File: src/rtl/uart_timing_pkg.sv
// Shared timing constants, FSM state encoding and requester indices
// for the UART timing base and the shared timeout arbiter.
package uart_timing_pkg;

    localparam int CLK_HZ   = 50_000_000;
    localparam int TICK_US  = 50;
    localparam int TICK_DIV = (CLK_HZ / 1_000_000) * TICK_US;

    localparam logic [1:0] ST_IDLE = 2'd0;
    localparam logic [1:0] ST_RUN  = 2'd1;
    localparam logic [1:0] ST_DONE = 2'd2;

    typedef enum logic [1:0] {
        IDLE = ST_IDLE,
        RUN  = ST_RUN,
        DONE = ST_DONE
    } state_t;

    localparam int RX_TO  = 0;
    localparam int TX_GAP = 1;
    localparam int BRK    = 2;
    localparam int SPARE  = 3;

endpackage

File: src/rtl/tick_timeout_arbiter_prescaler.sv
// tick_prescaler: clearable mod-TICK_DIV counter (TICK_DIV >= 2).
// Ports: clk, rst (sync, high), clr (restart at 0), en (count),
//        tick_o (registered, high in the cycle the counter wraps).
module tick_prescaler #(
    parameter int TICK_DIV = uart_timing_pkg::TICK_DIV
) (
    input  logic clk,
    input  logic rst,
    input  logic clr,
    input  logic en,
    output logic tick_o
);

    localparam int PW = (TICK_DIV > 1) ? $clog2(TICK_DIV) : 1;
    localparam logic [PW-1:0] LAST = PW'(TICK_DIV - 1);
    localparam logic [PW-1:0] PRE  = PW'(TICK_DIV - 2);

    logic [PW-1:0] r_cnt;
    logic          r_tick;

    // tick is raised one count early so the registered pulse lines up
    // with the cycle in which the counter sits at LAST and wraps.
    always_ff @(posedge clk) begin
        if (rst || clr) begin
            r_cnt  <= '0;
            r_tick <= 1'b0;
        end else if (en) begin
            r_tick <= (r_cnt == PRE);
            r_cnt  <= (r_cnt == LAST) ? '0 : r_cnt + 1'b1;
        end else begin
            r_tick <= 1'b0;
        end
    end

    assign tick_o = r_tick;

endmodule

File: src/rtl/tick_timeout_arbiter.sv
// Round-robin shared timeout timer: grants one requester at a time,
// counts LEN ticks of the prescaler, then pulses done to the owner.
// Ports: clk, rst (sync, high); req[NREQ] level requests;
//        len[NREQ*LEN_W] per-requester tick counts (latched at grant);
//        gnt/done[NREQ] one-hot owner / expiry pulse; busy; tick.
module tick_timeout_arbiter #(
    parameter int NREQ     = 4,
    parameter int TICK_DIV = uart_timing_pkg::TICK_DIV,
    parameter int LEN_W    = 6
) (
    input  logic                  clk,
    input  logic                  rst,
    input  logic [NREQ-1:0]       req,
    input  logic [NREQ*LEN_W-1:0] len,
    output logic [NREQ-1:0]       gnt,
    output logic [NREQ-1:0]       done,
    output logic                  busy,
    output logic                  tick
);

    import uart_timing_pkg::*;

    localparam int IW = $clog2(NREQ);

    state_t           r_state, w_state_nxt;
    logic [IW-1:0]    r_owner, w_owner_nxt;
    logic [IW-1:0]    r_ptr, w_ptr_nxt;
    logic [IW-1:0]    w_pick, w_owner_inc;
    logic [LEN_W-1:0] r_len, w_len_nxt, w_len_pick;
    logic [LEN_W-1:0] r_cnt, w_cnt_nxt;
    logic [LEN_W:0]   w_cnt_inc;
    logic [NREQ-1:0]  r_mask, w_mask_nxt;
    logic [NREQ-1:0]  r_gnt, w_gnt_nxt;
    logic [NREQ-1:0]  r_done, w_done_nxt;
    logic [NREQ-1:0]  w_elig;
    logic             r_busy, w_busy_nxt;
    logic             w_found, w_clr, w_en, w_tick;

    assign w_elig      = req & ~r_mask;
    assign w_len_pick  = len[int'(w_pick)*LEN_W +: LEN_W];
    assign w_owner_inc = (r_owner == IW'(NREQ - 1)) ? '0 : r_owner + 1'b1;
    // one extra bit so len = 2^LEN_W-1 completes without wrapping
    assign w_cnt_inc   = {1'b0, r_cnt} + (LEN_W + 1)'(1);
    assign w_en        = (r_state == RUN) && req[r_owner];

    always_comb begin
        w_found = 1'b0;
        w_pick  = '0;
        for (int k = 0; k < NREQ; k++) begin
            if (!w_found && w_elig[(int'(r_ptr) + k) % NREQ]) begin
                w_found = 1'b1;
                w_pick  = IW'((int'(r_ptr) + k) % NREQ);
            end
        end
    end

    tick_prescaler #(
        .TICK_DIV(TICK_DIV)
    ) u_presc (
        .clk   (clk),
        .rst   (rst),
        .clr   (w_clr),
        .en    (w_en),
        .tick_o(w_tick)
    );

    always_comb begin
        w_state_nxt = r_state;
        w_owner_nxt = r_owner;
        w_ptr_nxt   = r_ptr;
        w_len_nxt   = r_len;
        w_cnt_nxt   = r_cnt;
        w_mask_nxt  = r_mask;
        w_gnt_nxt   = r_gnt;
        w_done_nxt  = '0;
        w_busy_nxt  = r_busy;
        w_clr       = 1'b0;
        unique case (r_state)
            IDLE: begin
                w_mask_nxt = '0;
                if (w_found) begin
                    w_owner_nxt = w_pick;
                    w_len_nxt   = w_len_pick;
                    w_cnt_nxt   = '0;
                    w_gnt_nxt   = NREQ'(1) << w_pick;
                    w_busy_nxt  = 1'b1;
                    w_clr       = 1'b1;
                    if (w_len_pick == '0) begin
                        w_state_nxt = DONE;
                        w_done_nxt  = NREQ'(1) << w_pick;
                    end else begin
                        w_state_nxt = RUN;
                    end
                end
            end
            RUN: begin
                if (!req[r_owner]) begin
                    w_state_nxt = IDLE;
                    w_gnt_nxt   = '0;
                    w_busy_nxt  = 1'b0;
                    w_ptr_nxt   = w_owner_inc;
                end else if (w_tick) begin
                    w_cnt_nxt = w_cnt_inc[LEN_W-1:0];
                    if (w_cnt_inc == {1'b0, r_len}) begin
                        w_state_nxt = DONE;
                        w_done_nxt  = r_gnt;
                    end
                end
            end
            DONE: begin
                // old owner is masked for one IDLE cycle so it can drop req
                w_state_nxt = IDLE;
                w_gnt_nxt   = '0;
                w_busy_nxt  = 1'b0;
                w_ptr_nxt   = w_owner_inc;
                w_mask_nxt  = r_gnt;
            end
            default: begin
                w_state_nxt = IDLE;
                w_gnt_nxt   = '0;
                w_busy_nxt  = 1'b0;
            end
        endcase
    end

    always_ff @(posedge clk) begin
        if (rst) begin
            r_state <= IDLE;
            r_owner <= '0;
            r_ptr   <= '0;
            r_len   <= '0;
            r_cnt   <= '0;
            r_mask  <= '0;
            r_gnt   <= '0;
            r_done  <= '0;
            r_busy  <= 1'b0;
        end else begin
            r_state <= w_state_nxt;
            r_owner <= w_owner_nxt;
            r_ptr   <= w_ptr_nxt;
            r_len   <= w_len_nxt;
            r_cnt   <= w_cnt_nxt;
            r_mask  <= w_mask_nxt;
            r_gnt   <= w_gnt_nxt;
            r_done  <= w_done_nxt;
            r_busy  <= w_busy_nxt;
        end
    end

    assign gnt  = r_gnt;
    assign done = r_done;
    assign busy = r_busy;
    assign tick = w_tick;

endmodule

File: config.mk
export PLATFORM = sky130hd
export DESIGN_NAME = tick_timeout_arbiter
export DESIGN_NICKNAME = d
export VERILOG_FILES = /design/src/rtl/uart_timing_pkg.sv /design/src/rtl/tick_timeout_arbiter_prescaler.sv /design/src/rtl/tick_timeout_arbiter.sv
export SDC_FILE = /design/constraint.sdc
export NUM_CORES = 1
export LEC_CHECK = 0
export ABC_CLOCK_PERIOD_IN_PS = 2100
export CELL_PAD_IN_SITES_DETAIL_PLACEMENT = 1
export CELL_PAD_IN_SITES_GLOBAL_PLACEMENT = 2
export CORE_ASPECT_RATIO = 1.1
export CORE_MARGIN = 10
export CORE_UTILIZATION = 26
export DETAILED_ROUTE_END_ITERATION = 7
export DONT_BUFFER_PORTS = 1
export PLACE_DENSITY_LB_ADDON = 0.1
export SLEW_MARGIN = 0
export SYNTH_ARGS = -nofsm -noshare
export SYNTH_HDL_FRONTEND = slang
export SYNTH_SLANG_ARGS = --single-unit
export TNS_END_PERCENT = 5
File: constraint.sdc
create_clock -name clk -period 2.1 [get_ports clk]
set_clock_uncertainty 0.05 [all_clocks]
set_input_delay 0.21 -clock clk [delete_from_list [all_inputs] [get_ports clk]]
set_output_delay 0.21 -clock clk [all_outputs]
set_load 0.01 [all_outputs]
[After elaboration in Yosys (flattened, before gate mapping)]
Cells that the tools add are included.
W data, S select, Z words.
Operators by class
  shifts and indexed selects: 2
  $add $sub $neg: 6
  $mul: 1
  reductions and logical operators: 22
  mux-type cells: 50
  $lt $le $gt $ge: 5
  bitwise gates (word level): 6
  eq/ne operators: 12
Operators with widths (count)
  $mux W4: 7
  $eq A12 B12 Y1 const B: 2
  $pmux W4 S2: 3
  $shiftx A24 B6 Y6: 1
  $mux W2: 11
  $mux W6: 3
  $mux W1: 16
  $add A12 B1 Y12 const B: 1
  $lt A3 B4 Y1 const B: 3
  $mux W12: 1
  $pmux W6 S2: 1
  $bmux W1 S2: 5
  $pmux W2 S2: 2
  $reduce_or A2 Y1: 4
  $add A6 B1 Y7 const B: 1
  $eq A7 B6 Y1: 1
  $logic_not A6 Y1: 1
  $lt A2 B3 Y1 const B: 2
  $ne A3 B2 Y1 const B: 2
  $reduce_and A2 Y1: 3
  $reduce_bool A2 Y1: 3
  $add A2 B1 Y2 const B: 2
  $add A2 B2 Y2 const B: 2
  $and A4 B4 Y4: 1
  16 further kinds: 26
Storage, ports and cells
  register bits: 44
  output and inout bits: 10
  logic and storage cells: 115
  bits of input ports: 30

[Longest topological paths before layout]
Gate-level depths: netlist of the first run.
  depth after elaboration: 20
  depth in mapped cells: 7
  depth with buffers taken out: 7

[Cells and area by module]
A second synthesis of the first run with hierarchy kept.
Second synthesis, totals
  cell total of the unflattened synthesis: 281
  area total of the unflattened synthesis: 2437.3 sq um
Modules (own cells, without submodules)
  tick_timeout_arbiter: cells an instance 212, area each 1806.7 sq um, seq. area each 620.6 sq um, instances 1
  tick_prescaler: cells an instance 69, area each 630.6 sq um, seq. area each 260.2 sq um, instances 1

[Worst setup path after synthesis of the first run]
OpenSTA, ideal clock, no wires.
  kind: register to register
  start point: reg r_cnt[0]
  end point: reg r_done[3], in the netlist done[3]
  setup slack: 0.137 ns
  data arrival time: 1.852 ns
  clock period less this slack: 1.963 ns
  stages on the path, launching flop included: 8
  library setup time: 0.061 ns
  cells stage by stage: dfxtp_1 > ha_1 > xnor2_1 > o211ai_1 > a2111oi_2 > nand3_1 > nor3_1 > a32o_1
On the way
  longest elaborated chain between the ends: 6
Ends and longest elaborated chain
  from (decl): RTL line tick_timeout_arbiter.sv:30  | logic [LEN_W-1:0] r_cnt, w_cnt_nxt;
  from (signal assigned): RTL line tick_timeout_arbiter.sv:142  | r_cnt <= w_cnt_nxt;
  $add A6 B1 Y7: RTL line tick_timeout_arbiter.sv:43  | assign w_cnt_inc = {1'b0, r_cnt} + (LEN_W + 1)'(1);
  $eq A7 B6 Y1: RTL line tick_timeout_arbiter.sv:104  | if (w_cnt_inc == {1'b0, r_len}) begin
  $mux W4: RTL line tick_timeout_arbiter.sv:104
  $mux W4: RTL line tick_timeout_arbiter.sv:102  | end else if (w_tick) begin
  $mux W4: RTL line tick_timeout_arbiter.sv:97  | if (!req[r_owner]) begin
  $pmux W4 S2: RTL line tick_timeout_arbiter.sv:78  | unique case (r_state)
  to (signal assigned): RTL line tick_timeout_arbiter.sv:145  | r_done <= w_done_nxt;
  to (decl): RTL line tick_timeout_arbiter.sv:34  | logic [NREQ-1:0] r_done, w_done_nxt;
Every way passes these cells.
A chain may end at the register's enable or synchronous reset.

[Worst setup path after layout of the first run]
  start point: reg r_mask[3]
  end point: reg r_state[0]
On the way
  longest elaborated chain between the ends: 20
Ends and longest elaborated chain
  from (decl): RTL line tick_timeout_arbiter.sv:32  | logic [NREQ-1:0] r_mask, w_mask_nxt;
  from (signal assigned): RTL line tick_timeout_arbiter.sv:143  | r_mask <= w_mask_nxt;
  $not A4 Y4 *: RTL line tick_timeout_arbiter.sv:39  | assign w_elig = req & ~r_mask;
  $and A4 B4 Y4 *: RTL line tick_timeout_arbiter.sv:39
  $bmux W1 S2: RTL line tick_timeout_arbiter.sv:50  | if (!w_found && w_elig[(int'(r_ptr) + k) % NREQ]) begin
  $mux W1 (implied by the code): RTL line tick_timeout_arbiter.sv:50
  $mux W1: RTL line tick_timeout_arbiter.sv:50
  $logic_not A1 Y1: RTL line tick_timeout_arbiter.sv:50
  $logic_and A1 B1 Y1: RTL line tick_timeout_arbiter.sv:50
  $mux W1: RTL line tick_timeout_arbiter.sv:50
  [... 4 more ...]
  $logic_and A1 B1 Y1: RTL line tick_timeout_arbiter.sv:50
  $mux W2: RTL line tick_timeout_arbiter.sv:50
  $mul A2 B2 Y4: RTL line tick_timeout_arbiter.sv:40  | assign w_len_pick = len[int'(w_pick)*LEN_W +: LEN_W];
  $shiftx A24 B6 Y6: RTL line tick_timeout_arbiter.sv:40
  $logic_not A6 Y1: RTL line tick_timeout_arbiter.sv:88  | if (w_len_pick == '0) begin
  $mux W2: RTL line tick_timeout_arbiter.sv:88
  $mux W2: RTL line tick_timeout_arbiter.sv:81  | if (w_found) begin
  $pmux W2 S2: RTL line tick_timeout_arbiter.sv:78
  to (signal assigned): RTL line tick_timeout_arbiter.sv:138  | r_state <= w_state_nxt;
  to (decl): RTL line tick_timeout_arbiter.sv:25  | state_t r_state, w_state_nxt;
Mark *: on every way between the ends. The rest lies on a longest branch, timed or not. The select of a mux whose other input is x is not followed.

==> qor.yml, run 1 <==
die:
  core_area_sq_um: 9440
  pin_count: 40
  fp.dieArea_sq_um: 14100
  die_w_microns: 114
  die_h_microns: 123
  start_util: 0.268
  rows: 37
worst_hold_path:
  worstHoldPathCells: 2
  hp-start: "rst"
  hold_path.class: "in -> reg"
  hold_end: "r_mask[0]"
sta:
  hold_ws_ns: 0.112
  hold_viol_final: 0
  tightest_slew_ns: 0.406
  fmax_mhz: 491
  setup_tns_ns: 0
  rsz0062_at_grt: "yes"
  final_max_slew_viol_count: 0
  slew_headroom: 0.727
  period_minus_slack_ns: 2.04
  setup_viol: 0
  period_share: 0.970
layout:
  final_cell_mix: "42 x nor2_1, 40 x dfxtp_1, 34 x nand2_1"
  nFillCells: 1116
  regArea_sq_um: 888
  layout_commonest_cell: "nor2_1"
  layout.nets: 355
  layout-drive-gt1-share: 0.208
  antenna_cells: 0
  area_growth_pct: 19.6
  multi_input_area_sq_um: 1590
  stdcell_area_sq_um: 3030
global_routing:
  grt_max_degree: 29
  first_global_vias: 2314
  grt_use_total: 0.116
  grt_pass1_wl_microns: 12900
  antenna_found_initial: 0
  globalRouteOverflowTotal: 0
synth:
  syn_avg_cell_area_sq_um: 8.58
  synth_edf_count: 0
  syn_area_sq_um: 2530
  syn_nets: 329
  synth_top_cells_by_area: "dfxtp_1 35%, nor2_1 6.2%, nand2_1 5.0%, a21oi_1 4.7%, xor2_1 3.5%"
  ys.flop_type: "dfxtp_1"
  ys_seq_elements: 44
  yosysTopAreaCellShare: 0.348
  yosysTopAreaCell: "dfxtp_1"
  synth.distinct_cells: 59
  seq_area_frac_synth: 0.348
  synth_warnings: 0
  async_flop_share: 0
  synthCells: 295
clocking:
  tritoncts: "yes"
  clockBufferDepth: 2
  cts.sinks: 44
  path_clk_slew_ns: 0.09
  cts_inserted_buffers: 5
  h-tree-depth: 2
  root_buffer: "clkbuf_8"
  clock_latency_ns: 0.30
routing:
  ant_nets: 0
  viasPerCell: 5.04
  wl_microns: 7940
  drc_errors: 0
  dr.pass1.iters: 4
  post_drt_wl_per_cell_microns: 18.1
  initialDrtViolationCount: 94
  dr_total_vias: 2213
flow_run:
  drv_cap: 0
power:
  power_density_nw_per_um2: 696
  power.share.clock: 0.322
  p_int_mw: 1.45
  power.leakage_nw: 1.08
  vdd_drop_max_mv: 0.256
  power_frac_seq: 0.437
  power_switching_mw: 0.655
  power_mw: 2.10
  pwr-share-comb: 0.241
  swShare: 0.311
setup_path:
  worstPathRequired_ns: 2.23
  cp_max_fo: 7
  cp-end-kind: "register"
  cp_cell_sequence: "nand2b_1 -> a211oi_4 -> o21a_4 -> o211ai_1 -> buf_4 -> a221oi_2 -> a211oi_2"
  reg2reg_to: "r_state[0]"
  cp_slowest_cell: "a211oi_4"
  rrSetupSlack_ns: 0.06
  critPathLaunchType: "register"
  arrival_ns: 2.16
  crit_type: "reg -> reg"
  timing.rr.start: "r_mask[3]"
  worst-r2r-cell-count: 7
  slowest_delay_ns: 0.40
placement:
  place.gp.congestion: 0.767
  portBuffers: 0
  dp_hpwl_microns: 6250
  dpl_cell_area_sq_um: 2830
status:
  outcome: "complete, no violations"
-- synthesized netlist by cell type (3+ instances only) --
master,count
clkbuf_1,5
nand3_1,11
nand2_1,34
nor2_1,42
a211oi_1,10
dfxtp_1,44
mux2i_1,3
a32o_1,4
nor2b_1,5
nor4_1,3
a21oi_1,24
a311o_1,4
o211ai_2,3
xnor2_1,8
o21ai_0,4
nor3_1,6
o211ai_1,6
inv_1,14
a31oi_1,3
xor2_1,10
nor4b_1,3
ha_1,4
and3_1,3
-- cell families (layout without fill, tap and decap cells) --
kind of cell    Yosys count  after routing  share of synthesized area
compound gates           76             76                      0.256
xor+xnor                 19             19                     0.0712
fa+ha+maj                 4              4                     0.0198
buf+inv                  22             49                     0.0341
flops                    44             44                      0.348
mux                       5              5                     0.0252
simple gates            125            125                      0.246
-- cell type report --
type | instances | share of cell area
clock buffers | 5 | 0.0227
inverters | 14 | 0.0174
clock inverters | 3 | 0.0157
well taps | 117 | 0.0484
flip-flops and latches | 44 | 0.294
repair buffers | 27 | 0.0753
multi-input cells | 229 | 0.527
-- power by group through the flow --
stage,clock [mW],sequential [mW],combinational [mW]
3_3_place_gp,0,0.941,0.474
3_5_place_dp,0,0.941,0.478
5_1_grt,0.748,0.928,0.560
4_1_cts,0.715,0.923,0.508
2_1_floorplan,0,0.924,0.322
6_report,0.677,0.920,0.507
-- worst max-delay path by stage --
stage,from,endpoint,cells past startpoint
6_report,r_mask[3],r_state[0],7
5_1_grt,r_mask[3],r_state[0],7
4_1_cts,r_mask[1],r_state[0],7
3_5_place_dp,r_mask[2],r_state[0],7
3_3_place_gp,r_mask[2],r_state[0],7
2_1_floorplan,r_cnt[0],done[3],7
-- repair_timing --
| item | CTS | global route |
|---|---|---|
| endpoints found under the hold margin | 28 | 0 |
| setup buffers | 4 | 0 |
| endpoints found under the setup margin | 6 | 15 |
| hold buffers | 1 | 0 |
| gates resized for setup | 6 | 5 |
| pin swaps | 10 | 2 |
-- stage by stage --
step | util | setup WS (ns) | cells
6_report | 0.320 | 0.0621 | 439
5_1_grt | 0.320 | -0.0511 | 439
4_1_cts | 0.318 | 0.00198 | 439
3_5_place_dp | 0.299 | -0.0417 | 427
3_3_place_gp | 0.299 | -0.00277 | 427
2_1_floorplan | - | 0.137 | 295
-- worst max-delay path, delay by kind of cell (launching register included) --
family          cells  cell delay [ns]
compound gates      5             1.16
simple gates        1             0.19
flops               1             0.33
buf+inv             1             0.19
-- layer usage --
metal	vias up	share of wire	global-route usage
li1	1117	-	-
met1	1056	0.45	0.140
met2	34	0.49	0.197
met3	6	0.054	0.0320
met4	0	0.0088	0.0282
met5	-	0	0
-- sequential cells by signal, summed over array words and instances (netlist names) --
register,flops
u_presc.tick_o,1
r_ptr,2
gnt,4
u_presc.r_cnt,12
r_len,6
r_state,2
busy,1
r_cnt,6
r_owner,2
r_mask,4
done,4
Power figures use the tool's default switching activity.
==> inputs of run 2 (changes only) <==
--- a/config.mk
+++ b/config.mk
@@ -5,6 +5,7 @@
 export SDC_FILE = /design/constraint.sdc
 export NUM_CORES = 1
 export LEC_CHECK = 0
+export ABC_AREA = 1
 export ABC_CLOCK_PERIOD_IN_PS = 2100
 export CELL_PAD_IN_SITES_DETAIL_PLACEMENT = 1
 export CELL_PAD_IN_SITES_GLOBAL_PLACEMENT = 2
@@ -13,7 +14,7 @@
 export CORE_UTILIZATION = 26
 export DETAILED_ROUTE_END_ITERATION = 7
 export DONT_BUFFER_PORTS = 1
-export PLACE_DENSITY_LB_ADDON = 0.1
+export PLACE_DENSITY = 0.61
 export SLEW_MARGIN = 0
 export SYNTH_ARGS = -nofsm -noshare
 export SYNTH_HDL_FRONTEND = slang
==> run 2 against run 1 <==
The flow now finishes with violations (negative hold slack, negative setup slack). Combinational power rose to 9.5 times the previous value. Non-clock buffer count up 28. Wire length up 5.2%. Area after synthesis up 3.3%. Largest power group is now combinational logic. Global-route usage up 0.27 points. Cell count up 28%. Via count up 21%. Largest cell class unchanged.
==> qor.yml, run 2 <==
setup_path:
  cp-end-kind: "register"
  cp_max_fo: 7  # unchanged
  critPathLaunchType: "register"
  rrSetupSlack_ns: -0.12  # -0.18 ns
  cp_slowest_cell: "dfxtp_4"
  timing.rr.start: "r_ptr[0]"
  slowest_delay_ns: 0.38  # -0.02 ns
  worst-r2r-cell-count: 17  # +10
  cp_cell_sequence: "buf_8 -> nand3_2 -> nand2_2 -> nand2_2 -> nand2_4 -> nor2_4 -> nand3b_4 -> buf_6 -> nand2_8 -> inv_1 -> nand2_1 -> nand2_1 -> nand2_2 -> nand2_2 -> nor2_4 -> nand4_1 -> a21oi_1"
  crit_type: "reg -> reg"
  reg2reg_to: "done[3]"
  crit_top_cell: "nand2_2"
  worstPathRequired_ns: 2.28  # +0.05 ns
  arrival_ns: 2.40  # +0.24 ns
global_routing:
  grt_use_total: 0.118  # +0.00270
  grt_pass1_wl_microns: 13900  # +7.9%
  gr-max-usage-layer: "met2"
  antenna_found_initial: 0  # unchanged
  met2_usage: 0.210  # +0.0129
  grt_max_degree: 18  # -38%
  met1_usage: 0.137  # -0.00327
  first_global_vias: 2755  # +19%
  globalRouteMet3Util: 0.0287  # -0.00328
  globalRouteOverflowTotal: 0  # unchanged
placement:
  place.gp.congestion: 0.808  # +5.3%
  dp_cells: 535  # +25%
  dp_hpwl_microns: 6500  # +4.0%
  portBuffers: 0  # unchanged
power:
  p_int_mw: 3.35  # +130%
  power.leakage_nw: 1.45  # +34%
  power_density_nw_per_um2: 1860  # +170%
  power.share.clock: 0.082  # -0.240
  swShare: 0.482  # +0.171
  pwr-share-comb: 0.743  # +0.502
  power_switching_mw: 3.12  # +380%
  vdd_drop_max_mv: 0.548  # +110%
  power_frac_seq: 0.175  # -0.262
sta:
  setup_slack_ns: -0.123  # -0.185 ns
  hold_ws_ns: -0.0930  # -0.205 ns
  period_share: 1.06  # +0.0879
  fmax_mhz: 450  # -8.3%
  period_minus_slack_ns: 2.22  # +0.185 ns
  hold_viol_final: 11  # +11
  rsz0062_at_grt: "yes"
  setup_tns_ns: -0.830  # -0.830 ns
  final_max_slew_viol_count: 0  # unchanged
  tightest_slew_ns: 0.483  # +0.0775 ns
  slew_headroom: 0.678  # -0.0499
  setup_viol: 11  # +11
synth:
  synthTopCellsByCount: "117 x nand2_1, 44 x dfxtp_1, 41 x nand3_1"
  synth_edf_count: 0  # unchanged
  syn_avg_cell_area_sq_um: 6.75  # -21%
  yosysTopAreaCell: "dfxtp_1"
  yosysTopAreaCellShare: 0.337  # -0.0112
  seq_area_frac_synth: 0.337  # -0.0112
  synthCells: 387  # +31%
  synth_top_cells_by_area: "dfxtp_1 34%, nand2_1 17%, nand3_1 7.9%, inv_1 5.2%, a21oi_1 4.6%"
  ys.flop_type: "dfxtp_1"
  syn_area_sq_um: 2610  # +3.3%
  syn_nets: 421  # +28%
  synth.distinct_cells: 35  # -41%
  ys_seq_elements: 44  # unchanged
  async_flop_share: 0  # unchanged
  synth_most_common_cell: "nand2_1"
  synth_warnings: 0  # unchanged
layout:
  layout-drive-gt1-share: 0.327  # +0.119
  antenna_cells: 0  # unchanged
  regMostFlops: "u_presc.r_cnt"
  top_regs: "u_presc.r_cnt (12), r_cnt (6), r_len (6)"
  largest_reg_flops: 12  # unchanged
  layout.nets: 474  # +34%
  fin_cells: 560  # +28%
  final_cell_mix: "91 x nand2_1, 45 x buf_4, 42 x dfxtp_1"
  layout_commonest_cell: "nand2_1"
  area_growth_pct: 33.1
  nFillCells: 1227  # +9.9%
routing:
  dr.pass1.iters: 7  # +3
  post_drt_wl_per_cell_microns: 14.9  # -18%
  ant_nets: 0  # unchanged
  drc_errors: 0  # unchanged
  dr_total_vias: 2680  # +21%
  initialDrtViolationCount: 64  # -32%
  viasPerCell: 4.79  # -5.1%
  wl_microns: 8360  # +5.2%
status:
  outcome: "complete, but fails checks"
  violations: "negative hold slack, negative setup slack"
clocking:
  h-tree-depth: 2  # unchanged
  clock_latency_ns: 0.31  # about the same
  cts.sinks: 44  # unchanged
  clockBufferDepth: 2  # unchanged
  tritoncts: "yes"
  ctsHoldBuffers: 4  # +3
  cts_inserted_buffers: 5  # unchanged
  root_buffer: "clkbuf_8"
  path_clk_slew_ns: 0.09  # about the same
worst_hold_path:
  worstHoldPathCells: 1  # -1
  hold_path.class: "in -> reg"
  hp-start: "rst"
  hold_end: "r_state[0]"
die:
  die_w_microns: 116  # +1.4%
  die_h_microns: 125  # +1.4%
  start_util: 0.266  # -0.00231
  fp.dieArea_sq_um: 14500  # +2.8%
  pin_count: 40  # unchanged
  rows: 38  # +2.7%
  core_area_sq_um: 9840  # +4.2%
flow_run:
  drv_cap: 0  # unchanged
-- run 2: changes by cell type after synthesis, sizes merged, moves of 7 or more --
| cell | previous run | this run |
|---|---|---|
| o211ai | 9 | 0 |
| a211oi | 11 | 3 |
| nand2 | 34 | 126 |
| nor2b | 7 | 0 |
| nor2 | 42 | 27 |
| inv | 14 | 44 |
| nand3 | 12 | 46 |
| o21ai | 5 | 18 |
-- run 2: what timing repair did --
action,CTS,global route
gates resized for setup,54,22
buffers inserted,13,2
pin swaps,28,27
cloned,1,0
endpoints found under the setup margin,23,33
endpoints found under the hold margin,15,11
-- run 2: logic make-up after synthesis --
logic type      synth area share
xor+xnor                  0.0201
compound gates             0.117
flops                      0.337
buf+inv                   0.0895
simple gates               0.417
fa+ha+maj                 0.0191
-- run 2: power groups by stage --
stage	registers (mW)	clock network (mW)	logic [mW]
6_report	1.13	0.531	4.81
5_1_grt	1.16	0.591	5.35
3_3_place_gp	1.15	0	3.74
2_1_floorplan	1.09	0	2.44
4_1_cts	1.14	0.568	4.75
3_5_place_dp	1.15	0	3.77
-- run 2: metrics by stage --
stage	utilization	hold WS (ns)	area, sq um	worst slack [ns]	power [mW]
final	0.353	-0.0930	3480	-0.123	6.48
after global routing	0.353	-0.103	3480	-0.259	7.10
after CTS	0.348	-0.0986	3420	-0.139	6.46
after detailed placement	0.304	0.234	2990	-0.249	4.92
after global placement	0.304	0.233	2990	-0.187	4.89
after floorplan	-	0.386	2610	0.175	3.53
-- run 2: worst max path at each step --
stage	start	endpoint	slack, ns	cells past startpoint
after global routing	r_ptr[0]	r_state[0]	-0.26	19
final	r_ptr[0]	done[3]	-0.12	17
after global placement	r_ptr[0]	r_state[0]	-0.19	17
after floorplan	r_ptr[0]	r_state[0]	0.17	17
after CTS	r_ptr[0]	done[3]	-0.14	17
after detailed placement	r_ptr[0]	r_state[0]	-0.25	17
-- run 2: critical path: cells and delay by family, from the launching register on --
kind	cells	cell delay, ns
buffers and inverters	3	0.34
DFF	1	0.38
and+or+nand+nor	13	1.20
AOI/OAI and AO/OA	1	0.16
-- run 2: final cells by class --
class	instances	area (sq um)	share of cell area
repair buffers	55	458	0.132
well taps	120	150	0.0432
clock inverters	2	12.5	0.00360
clock buffers	5	68.8	0.0198
multi-input cells	290	1730	0.497
inverters	44	173	0.0496
flip-flops and latches	44	886	0.255
-- run 2: per-layer routing --
metal  up-vias  part of all wire
li1       1370                 -
met1      1263              0.43
met2        38              0.52
met3         9             0.042
met4         0             0.010
met5         -                 0
==> inputs of run 3 (changes only) <==
--- a/config.mk
+++ b/config.mk
@@ -9,12 +9,13 @@
 export ABC_CLOCK_PERIOD_IN_PS = 2100
 export CELL_PAD_IN_SITES_DETAIL_PLACEMENT = 1
 export CELL_PAD_IN_SITES_GLOBAL_PLACEMENT = 2
-export CORE_ASPECT_RATIO = 1.1
+export CORE_ASPECT_RATIO = 0.5
 export CORE_MARGIN = 10
 export CORE_UTILIZATION = 26
 export DETAILED_ROUTE_END_ITERATION = 7
 export DONT_BUFFER_PORTS = 1
 export PLACE_DENSITY = 0.61
+export REMOVE_ABC_BUFFERS = 1
 export SLEW_MARGIN = 0
 export SYNTH_ARGS = -nofsm -noshare
 export SYNTH_HDL_FRONTEND = slang
==> run 3 against run 2 <==
Worst setup slack lost 0.011 ns. Total power grew 6.0%. Die area grew 1.6%. Critical endpoint is now done[1]. The run ends with negative setup slack left. Wire length grew 7.0%. Largest power group unchanged. Highest routed layer unchanged. Maximum frequency shrank 0.48%. First-iteration DRC count grew 20%. Clock power grew 54%. Worst hold slack gained 0.25 ns. Cell count grew 2.3%. Global-route usage shrank 0.12 points. Cell area grew 3.2%. Register-to-register slack is essentially flat.
==> qor.yml, run 3 (synthesis gave the netlist of run 2 again) <==
layout:
  antenna_cells: 0  # unchanged
  top_regs: "u_presc.r_cnt (12), r_cnt (6), r_len (6)"
  final_cell_mix: "91 x nand2_1, 43 x buf_4, 42 x dfxtp_1"
  layout_commonest_cell: "nand2_1"
  nFillCells: 1187  # -3.3%
  largest_reg_flops: 12  # unchanged
  layout.nets: 471  # -0.63%
  layout-drive-gt1-share: 0.329  # +0.00149
  fin_cells: 573  # +2.3%
  regMostFlops: "u_presc.r_cnt"
  area_growth_pct: 37.4
sta:
  rsz0062_at_grt: "yes"
  period_share: 1.06  # +0.00509
  setup_slack_ns: -0.133  # -0.0107 ns
  slew_headroom: 0.546  # -0.131
  final_max_slew_viol_count: 0  # unchanged
  period_minus_slack_ns: 2.23  # +0.0107 ns
  tightest_slew_ns: 0.678  # +0.195 ns
  fmax_mhz: 448  # -0.48%
  setup_viol: 13  # +2
  hold_viol_final: 0  # -11
global_routing:
  grt_pass1_wl_microns: 14200  # +2.2%
  globalRouteOverflowTotal: 0  # unchanged
  antenna_found_initial: 0  # unchanged
  grt_use_total: 0.117  # -0.00119
  grt_max_degree: 16  # -2
  first_global_vias: 2797  # +1.5%
worst_hold_path:
  hold_path.class: "in -> reg"
routing:
  ant_nets: 0  # unchanged
  initialDrtViolationCount: 77  # +20%
  wl_microns: 8950  # +7.0%
  dr.pass1.iters: 4  # -3
  drc_errors: 0  # unchanged
  dr_total_vias: 2696  # +0.60%
  post_drt_wl_per_cell_microns: 15.6  # +4.6%
  viasPerCell: 4.71  # -1.7%
clocking:
  path_clk_slew_ns: 0.06  # -0.03 ns
  tritoncts: "yes"
  cts_inserted_buffers: 5  # unchanged
  clock_latency_ns: 0.29  # -0.02 ns
  clockBufferDepth: 2  # unchanged
  root_buffer: "clkbuf_16"
  h-tree-depth: 2  # unchanged
  cts.sinks: 44  # unchanged
setup_path:
  path_buf_inv: 3  # unchanged
  cp_cell_sequence: "buf_6 -> inv_8 -> nand3_2 -> nand2_2 -> nand2_2 -> nand2_4 -> nor2_4 -> nand3b_4 -> buf_6 -> nand3_2 -> nand2_1 -> nand2_1 -> nand2_2 -> nor2_4 -> nand4_1 -> a21oi_2"
  cp_slowest_cell: "dfxtp_2"
  cp-end-kind: "register"
  slowest_delay_ns: 0.36  # -0.02 ns
  arrival_ns: 2.41  # about the same
  crit_top_cell: "nand2_2"
  critPathLaunchType: "register"
  crit_type: "reg -> reg"
  worstPathRequired_ns: 2.27  # about the same
  cp_top_family: "simple AND/OR/NAND/NOR gates"
  cp_max_fo: 7  # unchanged
placement:
  dp_cells: 551  # +3.0%
  portBuffers: 0  # unchanged
  dp_hpwl_microns: 6860  # +5.6%
  place.gp.congestion: 0.868  # +7.4%
flow_run:
  drv_cap: 0  # unchanged
status:
  violations: "negative setup slack"
  outcome: "complete, but fails checks"
die:
  die_w_microns: 162  # +40%
  rows: 25  # -34%
  start_util: 0.272  # +0.00661
  core_area_sq_um: 9600  # -2.4%
  die_h_microns: 90.9  # -27%
  pin_count: 40  # unchanged
  fp.dieArea_sq_um: 14700  # +1.6%
power:
  vdd_drop_max_mv: 0.579  # +5.6%
  power.leakage_nw: 1.51  # +3.7%
  power_density_nw_per_um2: 1910  # +2.7%
  power_mw: 6.87  # +6.0%
==> run 3: area by class of cell <==
cell class | instances | area [sq um] | share of cell area
clock inverters | 2 | 10.0 | 0.00279
inverters | 44 | 173 | 0.0481
multi-input cells | 291 | 1790 | 0.498
repair buffers | 51 | 429 | 0.120
clock buffers | 6 | 139 | 0.0387
flip-flops and latches | 44 | 883 | 0.246
well taps | 135 | 169 | 0.0470
==> run 3: where the power goes <==
| part | internal, mW | switching [mW] | total (mW) | leakage [nW] |
|---|---|---|---|---|
| clock | 0.470 | 0.346 | 0.816 | 0.0766 |
| combinational | 2.10 | 2.84 | 4.93 | 1.07 |
| sequential | 0.983 | 0.133 | 1.12 | 0.358 |
| total | 3.55 | 3.32 | 6.87 | 1.51 |
==> run 3: worst min-delay path: cells and delay by family <==
| family | cells | cell delay, ns |
|---|---|---|
| simple gates | 2 | 0.09 |
| compound gates | 1 | 0.14 |
==> run 3: metal layers <==
layer	routed length, microns	track usage
met2	4350	0.198
met1	4250	0.145
met3	252	0.0305
met5	0	0
met4	90	0.0241
==> run 3: what timing repair did <==
| action | 4_1_cts | 5_1_grt |
|---|---|---|
| buffers inserted | 6 | 5 |
| pin swaps | 27 | 26 |
| hold buffers | 1 | 0 |
| gates resized for setup | 46 | 34 |
| endpoints found under the setup margin | 21 | 34 |
| hold endpoints to repair | 15 | 0 |
| cloned | 1 | 1 |
==> run 3: metrics by stage <==
step / cell area (sq um) / setup TNS [ns] / util / hold WS (ns) / worst slack (ns)
3_5_place_dp: 3000 / -1.70 / 0.313 / 0.235 / -0.200
5_1_grt: 3590 / -5.49 / 0.374 / 0.188 / -0.327
3_3_place_gp: 3000 / -0.701 / 0.313 / 0.232 / -0.149
2_1_floorplan: 2550 / 0 / - / 0.229 / 0.0101
6_report: 3590 / -0.761 / 0.374 / 0.157 / -0.133
4_1_cts: 3380 / -0.617 / 0.352 / 0.155 / -0.118
==> run 3: worst paths after layout <==
check	from	to	slack [ns]	cells after the start
setup / recovery	r_ptr[0]	done[1]	-0.13	16
hold / removal	rst	u_presc.r_cnt[2]	0.16	3
setup reg to reg	r_ptr[0]	done[1]	-0.13	16
hold reg to reg	r_mask[0]	r_mask[0]	0.40	2
